===== src/rtl/xregf_mp_pkg.sv =====
// Shared definitions for the xregf_mp register file.
//   XREGF_DATA_W / XREGF_ADDR_W : default word width and address width
//   seq_state_e                 : clear-sweep sequencer states
//   strb_w()                    : byte-strobe count for a given word width
package xregf_mp_pkg;

  localparam int XREGF_DATA_W = 32;
  localparam int XREGF_ADDR_W = 4;

  typedef enum logic {
    SEQ_IDLE  = 1'b0,
    SEQ_SWEEP = 1'b1
  } seq_state_e;

  function automatic int strb_w(input int data_w);
    return data_w / 8;
  endfunction

endpackage


===== src/rtl/xregf_mp_if.sv =====
// Host bus for xregf_mp: one strobed write port, two read ports, clear/busy.
//   master : controller side (drives sel/we/wstrb/waddr/wdata/raddr_*/clr)
//   slave  : register file side (drives rdata_a/rdata_b/busy)
interface xregf_mp_if
  import xregf_mp_pkg::*;
#(
  parameter int DATA_W = XREGF_DATA_W,
  parameter int ADDR_W = XREGF_ADDR_W
);
  logic                        sel;
  logic                        we;
  logic [strb_w(DATA_W)-1:0]   wstrb;
  logic [ADDR_W-1:0]           waddr;
  logic [DATA_W-1:0]           wdata;
  logic [ADDR_W-1:0]           raddr_a;
  logic [DATA_W-1:0]           rdata_a;
  logic [ADDR_W-1:0]           raddr_b;
  logic [DATA_W-1:0]           rdata_b;
  logic                        clr;
  logic                        busy;

  modport master (
    output sel, we, wstrb, waddr, wdata, raddr_a, raddr_b, clr,
    input  rdata_a, rdata_b, busy
  );

  modport slave (
    input  sel, we, wstrb, waddr, wdata, raddr_a, raddr_b, clr,
    output rdata_a, rdata_b, busy
  );
endinterface


===== src/rtl/xregf_mp_clr_seq.sv =====
// Clear-sweep sequencer: walks a pointer across every entry, one per cycle,
// after reset release or on an accepted clear request.
//   clk, rst     : system clock, async active-low reset
//   i_start      : accepted clear request (already qualified with sel/!busy)
//   o_busy       : sweep in progress
//   o_clr_we     : zero-write enable for the array
//   o_clr_addr   : entry being zeroed this cycle
//
// state     | meaning
// SEQ_IDLE  | no sweep, pointer parked at 0, waiting for i_start
// SEQ_SWEEP | zeroing entry r_ptr this cycle, leaves after the last entry
module xregf_clr_seq
  import xregf_mp_pkg::*;
#(
  parameter int ADDR_W = XREGF_ADDR_W
) (
  input  logic              clk,
  input  logic              rst,
  input  logic              i_start,
  output logic              o_busy,
  output logic              o_clr_we,
  output logic [ADDR_W-1:0] o_clr_addr
);

  localparam logic [ADDR_W-1:0] LAST_ADDR = '1;

  seq_state_e        r_state;
  logic [ADDR_W-1:0] r_ptr;

  // Reset lands directly in SWEEP so the array is scrubbed after every reset.
  always_ff @(posedge clk or negedge rst) begin
    if (!rst) begin
      r_state <= SEQ_SWEEP;
      r_ptr   <= '0;
    end else begin
      case (r_state)
        SEQ_IDLE: begin
          if (i_start) begin
            r_state <= SEQ_SWEEP;
            r_ptr   <= '0;
          end
        end
        SEQ_SWEEP: begin
          r_ptr <= r_ptr + 1'b1;           // wraps to 0 after LAST_ADDR
          if (r_ptr == LAST_ADDR) r_state <= SEQ_IDLE;
        end
        default: begin
          r_state <= SEQ_IDLE;
          r_ptr   <= '0;
        end
      endcase
    end
  end

  assign o_busy     = (r_state == SEQ_SWEEP);
  assign o_clr_we   = (r_state == SEQ_SWEEP);
  assign o_clr_addr = r_ptr;

endmodule


===== src/rtl/xregf_mp.sv =====
// Two-read / one-write register file with byte strobes, optional write-to-read
// bypass and a built-in clear sweep.
//   clk, rst : system clock, async active-low reset
//   bus      : xregf_mp_if slave (sel/we/wstrb/waddr/wdata/raddr_a/raddr_b/clr
//              in, rdata_a/rdata_b/busy out)
// Reads are combinational and forced to 0 while deselected or sweeping.
module xregf_mp
  import xregf_mp_pkg::*;
#(
  parameter int DATA_W = XREGF_DATA_W,
  parameter int ADDR_W = XREGF_ADDR_W,
  parameter int BYPASS = 0
) (
  input  logic        clk,
  input  logic        rst,
  xregf_mp_if.slave   bus
);

  localparam int DEPTH  = 2 ** ADDR_W;
  localparam int STRB_W = strb_w(DATA_W);

  logic [DATA_W-1:0] r_regf [DEPTH];

  logic              w_busy;
  logic              w_clr_we;
  logic [ADDR_W-1:0] w_clr_addr;
  logic              w_host_we;
  logic              w_start;
  logic              w_rd_en;
  logic              w_hit_a;
  logic              w_hit_b;
  logic [DATA_W-1:0] w_merged;

  assign w_host_we = bus.sel & bus.we & ~w_busy;
  assign w_start   = bus.sel & bus.clr & ~w_busy;
  assign w_rd_en   = bus.sel & ~w_busy;

  xregf_clr_seq #(.ADDR_W(ADDR_W)) u_clr_seq (
    .clk        (clk),
    .rst        (rst),
    .i_start    (w_start),
    .o_busy     (w_busy),
    .o_clr_we   (w_clr_we),
    .o_clr_addr (w_clr_addr)
  );

  // Array has no reset; the sweep that follows reset release zeroes it.
  // Sweep writes take priority, though host writes are already blocked by busy.
  always_ff @(posedge clk) begin
    if (w_clr_we) begin
      r_regf[w_clr_addr] <= '0;
    end else if (w_host_we) begin
      for (int i = 0; i < STRB_W; i++) begin
        if (bus.wstrb[i]) r_regf[bus.waddr][8*i +: 8] <= bus.wdata[8*i +: 8];
      end
    end
  end

  // Value the written entry will hold after this edge, used for bypass.
  always_comb begin
    w_merged = r_regf[bus.waddr];
    for (int i = 0; i < STRB_W; i++) begin
      if (bus.wstrb[i]) w_merged[8*i +: 8] = bus.wdata[8*i +: 8];
    end
  end

  assign w_hit_a = (BYPASS != 0) && w_host_we && (bus.raddr_a == bus.waddr);
  assign w_hit_b = (BYPASS != 0) && w_host_we && (bus.raddr_b == bus.waddr);

  assign bus.rdata_a = !w_rd_en ? '0 : (w_hit_a ? w_merged : r_regf[bus.raddr_a]);
  assign bus.rdata_b = !w_rd_en ? '0 : (w_hit_b ? w_merged : r_regf[bus.raddr_b]);
  assign bus.busy    = w_busy;

endmodule

===== src/flat_wrapper.sv =====
// flat-port wrapper written by rule: the top's interface ports become plain ports
module xregf_mp_flat import xregf_mp_pkg::*;
#(
  parameter int DATA_W = XREGF_DATA_W,
  parameter int ADDR_W = XREGF_ADDR_W,
  parameter int BYPASS = 0
)
  (clk, rst, bus_sel, bus_we, bus_wstrb, bus_waddr, bus_wdata, bus_raddr_a, bus_raddr_b, bus_clr, bus_rdata_a, bus_rdata_b, bus_busy);
  xregf_mp_if #(.DATA_W(DATA_W), .ADDR_W(ADDR_W)) bus_i ();
  input  logic clk;
  input  logic rst;
  input wire logic [$bits(bus_i.sel)-1:0] bus_sel;
  input wire logic [$bits(bus_i.we)-1:0] bus_we;
  input wire logic [$bits(bus_i.wstrb)-1:0] bus_wstrb;
  input wire logic [$bits(bus_i.waddr)-1:0] bus_waddr;
  input wire logic [$bits(bus_i.wdata)-1:0] bus_wdata;
  input wire logic [$bits(bus_i.raddr_a)-1:0] bus_raddr_a;
  input wire logic [$bits(bus_i.raddr_b)-1:0] bus_raddr_b;
  input wire logic [$bits(bus_i.clr)-1:0] bus_clr;
  output wire logic [$bits(bus_i.rdata_a)-1:0] bus_rdata_a;
  output wire logic [$bits(bus_i.rdata_b)-1:0] bus_rdata_b;
  output wire logic [$bits(bus_i.busy)-1:0] bus_busy;
  assign bus_i.sel = bus_sel;
  assign bus_i.we = bus_we;
  assign bus_i.wstrb = bus_wstrb;
  assign bus_i.waddr = bus_waddr;
  assign bus_i.wdata = bus_wdata;
  assign bus_i.raddr_a = bus_raddr_a;
  assign bus_i.raddr_b = bus_raddr_b;
  assign bus_i.clr = bus_clr;
  assign bus_rdata_a = bus_i.rdata_a;
  assign bus_rdata_b = bus_i.rdata_b;
  assign bus_busy = bus_i.busy;
  xregf_mp #(.DATA_W(DATA_W), .ADDR_W(ADDR_W), .BYPASS(BYPASS)) u_core (.clk(clk), .rst(rst), .bus(bus_i));
endmodule

===== config.mk =====
export PLATFORM = sky130hd
export DESIGN_NAME = xregf_mp_flat
export DESIGN_NICKNAME = d
export VERILOG_FILES = /design/src/rtl/xregf_mp_pkg.sv /design/src/rtl/xregf_mp_if.sv /design/src/rtl/xregf_mp_clr_seq.sv /design/src/rtl/xregf_mp.sv /design/src/flat_wrapper.sv
export SDC_FILE = /design/constraint.sdc
export NUM_CORES = 1
export LEC_CHECK = 0
export BUFFER_PORTS_ARGS = -buffer_cell sky130_fd_sc_hd__buf_2
export CAP_MARGIN = 20
export CORE_UTILIZATION = 55
export CTS_CLUSTER_DIAMETER = 30
export CTS_CLUSTER_SIZE = 8
export DETAILED_ROUTE_END_ITERATION = 10
export PLACE_DENSITY = 0.76
export SYNTH_ARGS = -nofsm -noshare
export SYNTH_HDL_FRONTEND = slang
export SYNTH_SLANG_ARGS = --single-unit

===== constraint.sdc =====
create_clock -name clk -period 4 [get_ports clk]
set_input_delay 0.4 -clock clk [delete_from_list [all_inputs] [get_ports clk]]
set_output_delay 0.4 -clock clk [all_outputs]
set_load 0.02 [all_outputs]

# After elaboration in Yosys (flattened, before gate mapping)
# Memory sizes are Yosys's and may differ from the RTL's.
# Index checks and enable logic that the tools add are counted.
# op_classes
addsub	1
eq_ne	2
muxes	28
bitwise	6
n_reduce_logical	1
# ops
op	n
two-way mux 32 bit	3
OR reduction 32 bit	1
two-way mux 1 bit	20
two-way mux 4 bit	3
case mux 4 bit (2 select lines)	1
bitwise AND 1 bit	5
adder 4 x 1 -> 4 bit (second input constant)	1
== test 4 bit (second input constant)	1
!= test 2 bit (second input constant)	1
case mux 1 bit (2 select lines)	1
NOT 1 bit	1
# totals
ff_bits	5
ramBits	512
output_inout_bits	65
elab_cells	41
n_memories	1
# memory_table
memory	depth	word_bits	read_ports	rd_clocked_by_memory_dff	wr	line	source
u_core.r_regf	16	32	2	0	1	xregf_mp.sv:22	logic [DATA_W-1:0] r_regf [DEPTH];

# Logic depth before layout (Yosys ltp)
# logic_depth
word_depth	7
ltp_mapped	8
ltp_nobuf	4

# Hierarchy
# A second synthesis with hierarchy kept.
# hier_totals
cells_unflattened	1790
area_unflattened_um2	25545.8
# modules_own_cells
module	instances	cells_each	area_per_inst_um2	seq_area_each_um2
xregf_mp	1	1770	25310.5	15374.7
xregf_clr_seq	1	20	235.2	126.4

# Worst setup path after synthesis
# No wires, ideal clock.
# synth_path
path_type	in2reg
from	input bus_wstrb[2]
to	memory u_core.r_regf[5][16] (netlist name) (enable)
setup_ns	0.383
arrival_time_ns	2.365
setup_slack_ns	1.252
cell_stages	7
n_path_buf	3
cell_sequence	or4_4 and3_1 buf_6 buf_12 mux2i_4 buf_6 nor3_1
# synth_between
elab_chain_len	6
word_cells_on_any_way	7
classes_between	mux (6); reduce/logical (1)
# synth_lines
item	line	source
start: declaration	flat_wrapper.sv:14	input wire logic [$bits(bus_i.wstrb)-1:0] bus_wstrb;
two-way mux 1 bit (*)	xregf_mp.sv:54	if (bus.wstrb[i]) r_regf[bus.waddr][8*i +: 8] <= bus.wdata[8*i +: 8];
two-way mux 1 bit (*)	xregf_mp.sv:52	end else if (w_host_we) begin
two-way mux 1 bit (*)	xregf_mp.sv:50	if (w_clr_we) begin
two-way mux 1 bit (not written as such) (*)	xregf_mp.sv:54	
OR reduction 32 bit (no line)	-	
two-way mux 4 bit (no line)	-	
end: declaration	xregf_mp.sv:22	
# Mark *: on every way between the ends. The rest lies on a longest branch, timed or not.

# Final worst setup path
# layout_path
from	register u_core.u_clr_seq.r_state (netlist: u_core.u_clr_seq.o_busy)
to	output bus_rdata_a[30]
# layout_between
elab_chain_len	3
# layout_lines
item	line	source
start: declaration	xregf_mp_clr_seq.sv:27	seq_state_e r_state;
start signal: assignment	xregf_mp_clr_seq.sv:33	r_state <= SEQ_SWEEP;
start signal: assignment	xregf_mp_clr_seq.sv:39	r_state <= SEQ_SWEEP;
start signal: assignment	xregf_mp_clr_seq.sv:45	if (r_ptr == LAST_ADDR) r_state <= SEQ_IDLE;
NOT 1 bit	xregf_mp.sv:36	assign w_rd_en = bus.sel & ~w_busy;
bitwise AND 1 bit	xregf_mp.sv:36	
two-way mux 32 bit	xregf_mp.sv:70	assign bus.rdata_a = !w_rd_en ? '0 : (w_hit_a ? w_merged : r_regf[bus.raddr_a]);
end: declaration	flat_wrapper.sv:20	output wire logic [$bits(bus_i.rdata_a)-1:0] bus_rdata_a;
# Every way passes these cells.

==> metrics.log <==
INFO  metric result_of_the_run = finished clean
INFO  metric yosys-top-cells-area = edfxtp_1 61%, mux2i_1 18%, a22oi_1 5.9%
INFO  metric ratio_of_cells_with_drive_above_1_in_the_final_layout = 21.9%
INFO  metric synth_compound_area_share = 8.93%
INFO  metric final-instance-count-excl-fill = 2571
INFO  metric number_of_i_o_pins = 118
INFO  metric routedWlPerCell = 28.2 um
INFO  metric final_clock_skew = 0.0175 ns
INFO  metric slew_headroom = 27.1%
INFO  metric detail_route.first_pass.iterations = 5
INFO  metric net_count_of_the_mapped_netlist = 1772
INFO  metric drv_cap = 0
INFO  metric power_density = 623 nW/um^2
INFO  metric cts_max_level = 3
INFO  metric async_flop_share = 0.967%
INFO  metric place.port_buffers = 117
INFO  metric synth_seq_area_share = 61.6%
INFO  metric synth_cell_type_count = 34
INFO  metric grt_use_total = 31.2%
INFO  metric clk_latency = 0.63 ns
INFO  metric total_wire_length = 72500 um
INFO  metric number_of_clock_buffers_inserted_by_tritoncts = 98
INFO  metric ys_warn_count = 0
INFO  metric vias = 17300
INFO  metric design.core.area = 44700 um^2
INFO  metric routabilityCongestion = 0.835
INFO  metric cp-start-kind = register
INFO  metric cts.root.buffer_cell = clkbuf_16
INFO  metric setup_repair_after_global_routing_missed_its_margin = false
INFO  metric report.final.hold_viol_count = 0
INFO  metric timing.critical_path.arrival = 2.98 ns
INFO  metric viasPerCell = 6.71
INFO  metric dp.final_hpwl = 42500 um
INFO  metric postSynthAreaPerCell = 14.6 um^2
INFO  metric grt_first_pass_wirelength = 108000 um
INFO  metric combinational_family_with_the_most_area_after_synthesis = multiplexers
INFO  metric drc = 0
INFO  metric initialDrtViolationCount = 1836
INFO  metric grt_pass1_vias = 17600
INFO  metric die_h = 216 um
INFO  metric yosys.area_share.xor_xnor = 0.0696%
INFO  metric ir_drop = 0.484 mV
INFO  metric worst-endpoint-required = 3.60 ns
INFO  metric post-route-worst-setup-slack = 0.619 ns
INFO  metric grt_max_degree = 65
INFO  metric fp_rows = 77
INFO  metric synth.top_cells.by_count = 512 x edfxtp_1, 449 x mux2i_1, 198 x a22oi_1
INFO  metric crit_path_end_kind = output port
INFO  metric max_freq = 0.296 GHz
INFO  metric worst_slew_pin_slew = 1.09 ns
INFO  metric timing.final.crit_period = 3.38 ns
INFO  metric clkTransAtPathRegs = 0.05 ns
INFO  metric clock_tree_from_tritoncts = done
INFO  metric dpl_worst_slack = 0.663 ns
INFO  metric synth-simple-area-share = 5.37%
INFO  metric flip_flop_and_latch_count_after_synthesis = 517
INFO  metric floorplan.initialDensity = 56.3%
INFO  metric clock-sinks = 517
INFO  metric cellLeakagePower = 11.7 nW
INFO  metric die-width = 216 um
INFO  metric hold_class = in -> async
INFO  metric synth.area.mux_share = 21.3%
INFO  metric nFillCells = 3022
INFO  metric synth_top_cell_by_area = edfxtp_1
INFO  metric drv_slew = 0
INFO  metric finalNetCount = 1963
INFO  metric synth-edff-count = 512
INFO  metric antenna_found_initial = 0
INFO  metric timing.final.setup_violations = 0
INFO  metric setup_total_negative_slack = 0 ns
INFO  metric number_of_cells_produced_by_synthesis = 1718
INFO  metric synth.cell_area = 25200 um^2
INFO  metric synth_most_common_cell = edfxtp_1
INFO  metric die_area = 46600 um^2
INFO  metric worstPathMaxFanout = 20
INFO  metric dpl.cell_count = 2399
INFO  metric post-route-period-util = 84.5%
INFO  metric antenna-diode-count = 0
INFO  metric cts-root-to-sink-buffers = 3
INFO  metric overflow = 0
INFO  metric final_antenna_net_count = 0
INFO  metric post_synth_fa_ha_maj_area_fraction = 0.0497%
INFO  metric multi_input_area = 9030 um^2
INFO  metric syn_to_final_growth = 19.5%
INFO  metric netlist.area_leader.share = 61.1%
INFO  metric layout.area.seq = 15500 um^2
INFO  metric postSynth.topFlopCell = edfxtp_1
INFO  metric timing.setup.critical_path_class = reg -> out
-- metal layers --
| layer | part of all wire [%] | GRT usage (%) | up-vias |
|---|---|---|---|
| met2 | 47 | 49.3 | 1153 |
| li1 | - | - | 7284 |
| met4 | 4.2 | 15.6 | 0 |
| met3 | 11 | 7.39 | 209 |
| met5 | 0 | 0 | - |
| met1 | 37 | 40.4 | 8606 |
-- critical path, stage by stage, from the launching register on --
cell	delay (ns)
dfstp_2	0.66
nor2b_1	0.09
buf_4	0.18
nand2b_2	0.65
buf_4	0.40
o22ai_1	0.16
buf_2	0.21
-- final cells by class --
class | instances | area share, %
Clock buffer | 117 | 8.78
Clock inverter | 53 | 1.72
Sequential cell | 517 | 51.5
Timing Repair Buffer | 233 | 5.46
Tap cell | 592 | 2.46
Multi-Input combinational cell | 1059 | 30.0
-- final timing paths --
kind | cells after the start | end | from | slack (ns)
worst max-delay path | 6 | bus_rdata_a[30] | u_core.u_clr_seq.o_busy$_DFF_PN1_ | 0.62
worst min-delay path | 2 | u_core.u_clr_seq.o_clr_addr[0]$_DFFE_PN0P_ | rst | 0.13
worst max register to register | 6 | u_core.r_regf[11][4]$_DFFE_PP_ | u_core.u_clr_seq.o_busy$_DFF_PN1_ | 1.00
worst min register to register | 2 | u_core.u_clr_seq.o_busy$_DFF_PN1_ | u_core.u_clr_seq.o_busy$_DFF_PN1_ | 0.59
max in group asynchronous | 2 | u_core.u_clr_seq.o_busy$_DFF_PN1_ | rst | 3.67
min in group clk | 3 | u_core.u_clr_seq.o_busy$_DFF_PN1_ | bus_clr | 0.15
-- stage by stage --
stage	utilization (%)	cell area [um^2]	power, mW	hold WS (ns)
CTS	67.3	30100	18.7	0.106
finish	67.3	30100	18.7	0.125
detailed placement	60.2	26900	10.9	0.218
global route	67.3	30100	19.3	0.149
floorplan	-	25200	9.45	0.104
global placement	60.2	26900	10.8	0.218
-- power by group --
part	internal [mW]	switching, mW	total [mW]	leakage (nW)
clock network	5.21	2.61	7.82	1.54
logic	1.19	2.34	3.53	5.35
registers	6.98	0.426	7.40	4.83
total	13.4	5.37	18.7	11.7
-- kinds of logic (layout without fill, tap and decap cells) --
family	after synthesis	count (layout)
DFF	517	517
xor gates and xnor gates	2	2
adders and majority gates	1	1
buffers and inverters	142	403
AOI/OAI and AO/OA	301	301
muxes	487	487
and+or+nand+nor	268	268
-- registers in the layout (all words and copies together), names as in the netlist --
signal,flops
u_core.u_clr_seq.o_busy,1
u_core.r_regf,512
u_core.u_clr_seq.o_clr_addr,4
-- layout by cell type, fill, tap and decap left out, types with 4 or more instances in the layout --
cell type,netlist,layout
nor2b_4,0,4
a22oi_1,198,198
nand3_1,33,33
clkbuf_1,73,13
buf_2,47,115
edfxtp_1,512,512
and2_1,33,31
clkbuf_16,0,103
nor2b_1,38,34
mux2i_1,449,449
clkinvlp_4,0,5
buf_12,1,13
buf_4,6,101
dfrtp_1,4,4
nand2b_1,7,5
and2_2,2,4
mux4_2,32,32
nor3_1,62,62
clkinv_1,0,13
o22ai_1,32,32
mux2i_4,6,6
nand2_1,82,82
o31ai_1,26,26
a22o_1,26,26
clkinv_4,0,7
o21ai_0,10,10
a31oi_1,6,6
nor2_1,7,5
clkinv_2,0,18
bufinv_16,0,9
-- what timing repair did --
| action | in CTS | in global routing |
|---|---|---|
| hold buffers | 1 | 0 |
| endpoints found under the hold margin | 5 | 0 |
| setup endpoints to repair | 0 | 0 |
| setup buffers | 0 | 0 |
| resized for setup | 0 | 0 |
(Power assumes the default switching activity.)
